===== config.mk =====
export PLATFORM = sky130hd
export DESIGN_NAME = piso_tx
export DESIGN_NICKNAME = d
export VERILOG_FILES = /design/src/rtl/piso_tx.sv
export SDC_FILE = /design/constraint.sdc
export NUM_CORES = 1
export LEC_CHECK = 0
export BUFFER_PORTS_ARGS = -buffer_cell sky130_fd_sc_hd__buf_2
export CAP_MARGIN = 30
export CORE_MARGIN = 2
export CORE_UTILIZATION = 45
export DETAILED_ROUTE_END_ITERATION = 6
export GPL_TIMING_DRIVEN = 0
export HOLD_SLACK_MARGIN = 0.06
export PLACE_DENSITY = 0.7
export SYNTH_ARGS = -nofsm -noshare
export SYNTH_HDL_FRONTEND = slang
export SYNTH_SLANG_ARGS = --single-unit

===== constraint.sdc =====
create_clock -name clk -period 1.33 [get_ports clk]
set_input_delay 0.0665 -clock clk [delete_from_list [all_inputs] [get_ports clk]]
set_output_delay 0.0665 -clock clk [all_outputs]
set_load 0.02 [all_outputs]

===== src/rtl/piso_tx.sv =====
// Parallel-in serial-out transmitter: each accepted word is sent as a start bit,
// WIDTH data bits and a stop bit, with back-to-back framing when fed in STOP.
module piso_tx #(
    parameter int WIDTH     = 4,
    parameter bit MSB_FIRST = 1'b0
) (
    input  logic             clk,
    input  logic             rst_n,
    input  logic [WIDTH-1:0] d_in,
    input  logic             d_valid,
    output logic             d_ready,
    output logic             s_out,
    output logic             s_frame,
    output logic             busy,
    output logic             done
);

    localparam int CW = (WIDTH > 1) ? $clog2(WIDTH) : 1;

    typedef enum logic [1:0] {
        S_IDLE,
        S_START,
        S_DATA,
        S_STOP
    } state_t;

    state_t           r_state;
    state_t           w_state_nxt;
    logic [WIDTH-1:0] r_shreg;
    logic [WIDTH-1:0] w_shreg_nxt;
    logic [CW-1:0]    r_cnt;
    logic [CW-1:0]    w_cnt_nxt;
    logic             r_s_out;
    logic             w_s_out_nxt;
    logic             r_s_frame;
    logic             w_s_frame_nxt;
    logic             r_done;
    logic             w_done_nxt;
    logic             w_accept;

    assign d_ready  = (r_state == S_IDLE) || (r_state == S_STOP);
    assign busy     = (r_state != S_IDLE);
    assign w_accept = d_valid && d_ready;
    assign s_out    = r_s_out;
    assign s_frame  = r_s_frame;
    assign done     = r_done;

    always_ff @(posedge clk or negedge rst_n) begin
        if (!rst_n) begin
            r_state <= S_IDLE;
        end else begin
            r_state <= w_state_nxt;
        end
    end

    always_comb begin
        w_state_nxt   = r_state;
        w_shreg_nxt   = r_shreg;
        w_cnt_nxt     = r_cnt;
        w_s_out_nxt   = 1'b1;
        w_s_frame_nxt = 1'b0;
        w_done_nxt    = 1'b0;

        unique case (r_state)
            S_IDLE: begin
                if (w_accept) begin
                    w_state_nxt = S_START;
                    w_shreg_nxt = d_in;
                end
            end
            S_START: begin
                w_state_nxt = S_DATA;
                w_cnt_nxt   = '0;
            end
            S_DATA: begin
                w_cnt_nxt = r_cnt + CW'(1);
                if (r_cnt == CW'(WIDTH - 1)) begin
                    w_state_nxt = S_STOP;
                end
            end
            S_STOP: begin
                if (w_accept) begin
                    w_state_nxt = S_START;
                    w_shreg_nxt = d_in;
                end else begin
                    w_state_nxt = S_IDLE;
                end
            end
            default: w_state_nxt = S_IDLE;
        endcase

        // Outputs are registered, so they are derived from the state being entered.
        unique case (w_state_nxt)
            S_START: w_s_out_nxt = 1'b0;
            S_DATA: begin
                w_s_frame_nxt = 1'b1;
                if (MSB_FIRST) begin
                    w_s_out_nxt = r_shreg[WIDTH-1];
                    w_shreg_nxt = {r_shreg[WIDTH-2:0], 1'b0};
                end else begin
                    w_s_out_nxt = r_shreg[0];
                    w_shreg_nxt = {1'b0, r_shreg[WIDTH-1:1]};
                end
            end
            S_STOP:  w_done_nxt = 1'b1;
            default: w_s_out_nxt = 1'b1;
        endcase
    end

    always_ff @(posedge clk or negedge rst_n) begin
        if (!rst_n) begin
            r_shreg   <= '0;
            r_cnt     <= '0;
            r_s_out   <= 1'b1;
            r_s_frame <= 1'b0;
            r_done    <= 1'b0;
        end else begin
            r_shreg   <= w_shreg_nxt;
            r_cnt     <= w_cnt_nxt;
            r_s_out   <= w_s_out_nxt;
            r_s_frame <= w_s_frame_nxt;
            r_done    <= w_done_nxt;
        end
    end

endmodule


# --- Word-level counts from Yosys, hierarchy flattened ---
# Index checks and enable logic that the tools add are counted.
classes:
  addsub: 1
  eq_ne: 7
  reduce_logical: 9
  mux: 11
ops:
  columns: ["op", "count"]
  rows:
  - ["$mux 4", 3]
  - ["$eq 2x2->1 const B", 5]
  - ["$pmux 2 s4", 1]
  - ["$reduce_bool 2->1", 4]
  - ["$eq 2x1->1 const B", 2]
  - ["$mux 2", 2]
  - ["$pmux 2 s2", 1]
  - ["$mux 1", 3]
  - ["$add 2x1->2 const B", 1]
  - ["$logic_not 2->1", 1]
  - ["$pmux 1 s2", 1]
  - ["$reduce_and 2->1", 1]
  - ["$reduce_or 2->1", 1]
  - ["$logic_and 1x1->1", 1]
  - ["$logic_or 1x1->1", 1]
totals:
  out_inout_bits: 5
  ff_bits: 11

# --- Depth between registers and ports, before layout ---
logic_depth:
  depth_word: 8
  ltp_mapped: 5
  mapped_depth_nobuf: 5

# --- Worst setup path after synthesis ---
# OpenSTA, ideal clock, no wires.
synth_timing:
  path_type: "register to register"
  start: "reg r_state[0]"
  end: "reg r_shreg[0]"
  arrival_time_ns: 1.249
  slack_ns: -0.058
  setup_ns: 0.139
  path_stages_with_launch: 6
  t_required_ns: 1.191
  cell_sequence: "dfrtp_1 inv_1 ha_1 nand2b_4 a2111oi_0 a311oi_1"
synth_between:
  elab_chain_cells: 8
  word_cells_on_any_way: 16
  classes_between: "4 x eq/ne; 5 x mux; 7 x reduce/logical"
synth_rtl:
  columns: ["element", "line_no", "text"]
  rows:
  - ["start: declaration", "27", "state_t r_state;"]
  - ["start signal: assignment", "52", "r_state <= w_state_nxt;"]
  - ["$eq 2x2->1 / $logic_not 2->1 (equally long branches)", "41, 64", null]
  - ["$logic_or 1x1->1", "41", "assign d_ready = (r_state == S_IDLE) || (r_state == S_STOP);"]
  - ["$logic_and 1x1->1", "43", "assign w_accept = d_valid && d_ready;"]
  - ["$mux 1 / $mux 2 (equally long branches)", "82, 66", null]
  - ["$pmux 2 s4", "64", "unique case (r_state)"]
  - ["$eq 2x2->1", "93", "unique case (w_state_nxt)"]
  - ["$reduce_bool 2->1 (no source line)", null, null]
  - ["$reduce_and 2->1 (no source line)", null, null]
  - ["end signal: assignment", "118", "r_shreg <= w_shreg_nxt;"]
  - ["end: declaration", "29", "logic [WIDTH-1:0] r_shreg;"]
# Parallel ways exist; a longest one is shown, timed or not.
# A chain may end at the register's enable or synchronous reset.

# --- Final worst setup path ---
layout_timing:
  start: "reg r_state[0]"
  end: "reg r_shreg[1]"
# The elaborated chain is that of the path after synthesis.

==> flow_metrics.py <==
metrics = {
    "floorplan": {
        "core_area_sq_mm": 0.00127,
        "rows": 13,
        "die_width_microns": 40.3,
        "start_util_pct": 46.6,
        "dieArea_sq_mm": 0.00162,
        "ioPinCount": 12,
        "die_height_microns": 40.3,
    },
    "power": {
        "power_leakage_nw": 0.385,
        "power_density_mw_per_mm2": 2880,
        "ir_worst_vdd_mv": 1.57,
    },
    "synth": {
        "seq_area_frac_synth_pct": 46.7,
        "netlist_instances": 55,
        "synthTopCellsByCount": "10 x dfrtp_1, 7 x inv_1, 5 x ha_1, 4 x nand2_1, 4 x nor2_1",
        "synthDistinctLibCells": 20,
        "avgSynthCellArea_sq_um": 10.8,
        "yosys_warnings": 0,
        "netlist.area_leader.share_pct": 42.3,
        "yosys.area.top_type": "dfrtp_1",
        "synth_area_sq_um": 592,
        "ys_top_cells_by_area": "dfrtp_1 42%, ha_1 11%, dfstp_2 4.4%, inv_1 4.4%, a2111oi_0 4.4%",
        "synth_nets": 67,
        "async_reset_ff_share_pct": 100,
        "ys_seq_elements": 11,
        "synth.most_common_cell": "dfrtp_1",
        "synth_edf_count": 0,
        "synth_flop_cell": "dfrtp_1",
    },
    "clock_network": {
        "root_buffer": "clkbuf_4",
        "cts-htree-levels": 1,
        "numCtsBuffers": 3,
        "clock-sinks": 11,
        "cts_tree": "yes",
        "path_clk_slew_ns": 0.08,
        "clk_latency_ns": 0.27,
        "clock_path_buffers": 2,
    },
    "drt": {
        "drc": 0,
        "wl_per_cell_microns": 13.4,
        "first_pass_iters": 4,
        "drt-total-wl_mm": 1.20,
        "vias": 475,
        "viasPerCell": 5.28,
        "ant_nets": 0,
        "drt_iter0_drc": 3,
    },
    "timing": {
        "worstMarginPinSlew_ns": 0.313,
        "slew_viol_final": 0,
        "max_clock_freq_ghz": 0.699,
        "worst_slack_ns": -0.101,
        "period_share_pct": 108,
        "rsz0062_at_grt": "true",
        "min_period_ns": 1.43,
        "hold_violations": 0,
        "timing.slew.headroom_pct": 79.1,
        "setup_viol": 5,
        "fin_skew_ns": 0.00455,
    },
    "critical_path": {
        "crit_family": "compound AO/OA/AOI/OAI gates",
        "slowest_stage": "dfrtp_1",
        "max_stage_delay_ns": 0.42,
        "critical_path_buf_inv_count": 1,
        "criticalPathCategory": "reg -> reg",
        "crit_path_end_kind": "flop",
        "rrSetupSlack_ns": -0.10,
        "path_max_fanout": 5,
        "cp_cell_sequence": "inv_4 > ha_4 > nand2b_4 > a2111oi_2 > a311oi_2",
        "start_kind": "flop",
        "worstPathArrival_ns": 1.57,
        "worstPathRequired_ns": 1.47,
    },
    "global_routing": {
        "grt_pass1_vias": 442,
        "grt_antenna_before_repair": 0,
        "grt_overflow": 0,
        "grt_max_degree": 12,
        "grt.total_usage_pct": 19.2,
        "grt_pass1_wl_mm": 1.94,
    },
    "cells_and_area": {
        "utilization_pct": 65.5,
        "fin_nets": 88,
        "diodes": 0,
        "area_growth_pct": 40.4,
        "drive_gt1_share_pct": 50.7,
        "layout.cells.non_filler": 90,
    },
    "hold_path": {
        "holdCritPathClass": "in -> reg",
    },
    "status": {
        "violations": "negative setup slack",
        "status": "complete, but fails checks",
    },
    "placement": {
        "place.gp.congestion": 0.686,
        "port_buffers": 10,
        "place_inst": 80,
        "dp_hpwl_microns": 810,
    },
    "job": {
        "maxCapViolations": 0,
    },
}
registers in the layout (all words and copies together), names as in the netlist:
| register | flops |
|---|---|
| s_frame | 1 |
| r_shreg | 4 |
| done | 1 |
| s_out | 1 |
| r_state | 2 |
| r_cnt | 2 |
layout by cell type (no fill, tap or decap), types with 2 or more instances in the layout:
cell type / count
a2111oi_2: 3
a211oi_1: 3
a311oi_2: 3
buf_2: 10
buf_4: 5
buf_6: 2
clkbuf_4: 3
dfrtp_1: 10
ha_1: 2
ha_4: 2
inv_1: 5
mux2i_1: 2
nand2_1: 4
nor2_1: 3
o211a_1: 2
o21ai_0: 2
repair_timing:
item / 4_1_cts / 5_1_grt
hold buffers: 1 / 0
buffers inserted: 3 / 2
pin swaps: 1 / 0
resized for setup: 9 / 3
endpoints found under the setup margin: 10 / 10
hold endpoints to repair: 11 / 0
power by group:
group / total, W / switching (W) / internal [W]
clock: 0.000228 / 0.000116 / 0.000111
sequential: 0.000621 / 0.000104 / 0.000516
combinational: 0.00155 / 0.000819 / 0.000727
total: 0.00239 / 0.00104 / 0.00135
metal layers:
metal | wire length, microns | track usage, % | up-vias
met5 | 0 | 0 | -
met4 | 12 | 12.5 | 0
met3 | 26 | 5.00 | 2
met2 | 626 | 30.6 | 5
met1 | 538 | 22.6 | 226
li1 | - | - | 242
layout make-up:
type | instances | area, sq um
Fill cell | 112 | 438
Multi-Input combinational cell | 34 | 348
Sequential cell | 11 | 277
Timing Repair Buffer | 16 | 104
Inverter | 8 | 40.0
Clock buffer | 3 | 22.5
Tap cell | 15 | 18.8
Buffer | 2 | 16.3
Clock inverter | 1 | 5.00
worst min-delay path, cell delays in order:
cell     delay, ns
buf_2         0.07
mux2i_1       0.06
o22ai_1       0.14
stage by stage:
stage                     worst slack, ns  total power [W]  cell area (sq um)  TNS (ns)  hold slack, ns
after floorplan                   0.00492          0.00155                643         0          -0.229
after global placement            -0.0973          0.00180                712    -0.397         -0.0525
after detailed placement           -0.103          0.00182                712    -0.540         -0.0520
after CTS                         -0.0919          0.00232                805    -0.508           0.109
after global routing               -0.156          0.00257                831    -0.794           0.124
final                              -0.101          0.00239                831    -0.428           0.121
logic make-up (layout without fill, tap and decap cells):
group	count (synthesis)	count (layout)	synth area share (%)
DFF	11	11	46.7
AOI/OAI and AO/OA	16	16	22.8
and+or+nand+nor	11	11	9.72
muxes	2	2	3.38
buffers and inverters	10	30	6.77
adders and majority gates	5	5	10.6
worst paths after layout:
check | cells after the start | endpoint | start
max | 5 | r_shreg[1]$_DFFE_PN0P_ | r_state[0]$_DFF_PN0_
max in group asynchronous | 2 | s_out$_DFF_PN1_ | rst_n
min in group asynchronous | 2 | r_state[0]$_DFF_PN0_ | rst_n
min | 3 | r_shreg[3]$_DFFE_PN0P_ | d_in[3]
min reg2reg | 1 | r_cnt[0]$_DFFE_PN0P_ | r_cnt[0]$_DFFE_PN0P_
max reg2reg | 5 | r_shreg[1]$_DFFE_PN0P_ | r_state[0]$_DFF_PN0_
Note: power is estimated with default switching activity, not from simulation.
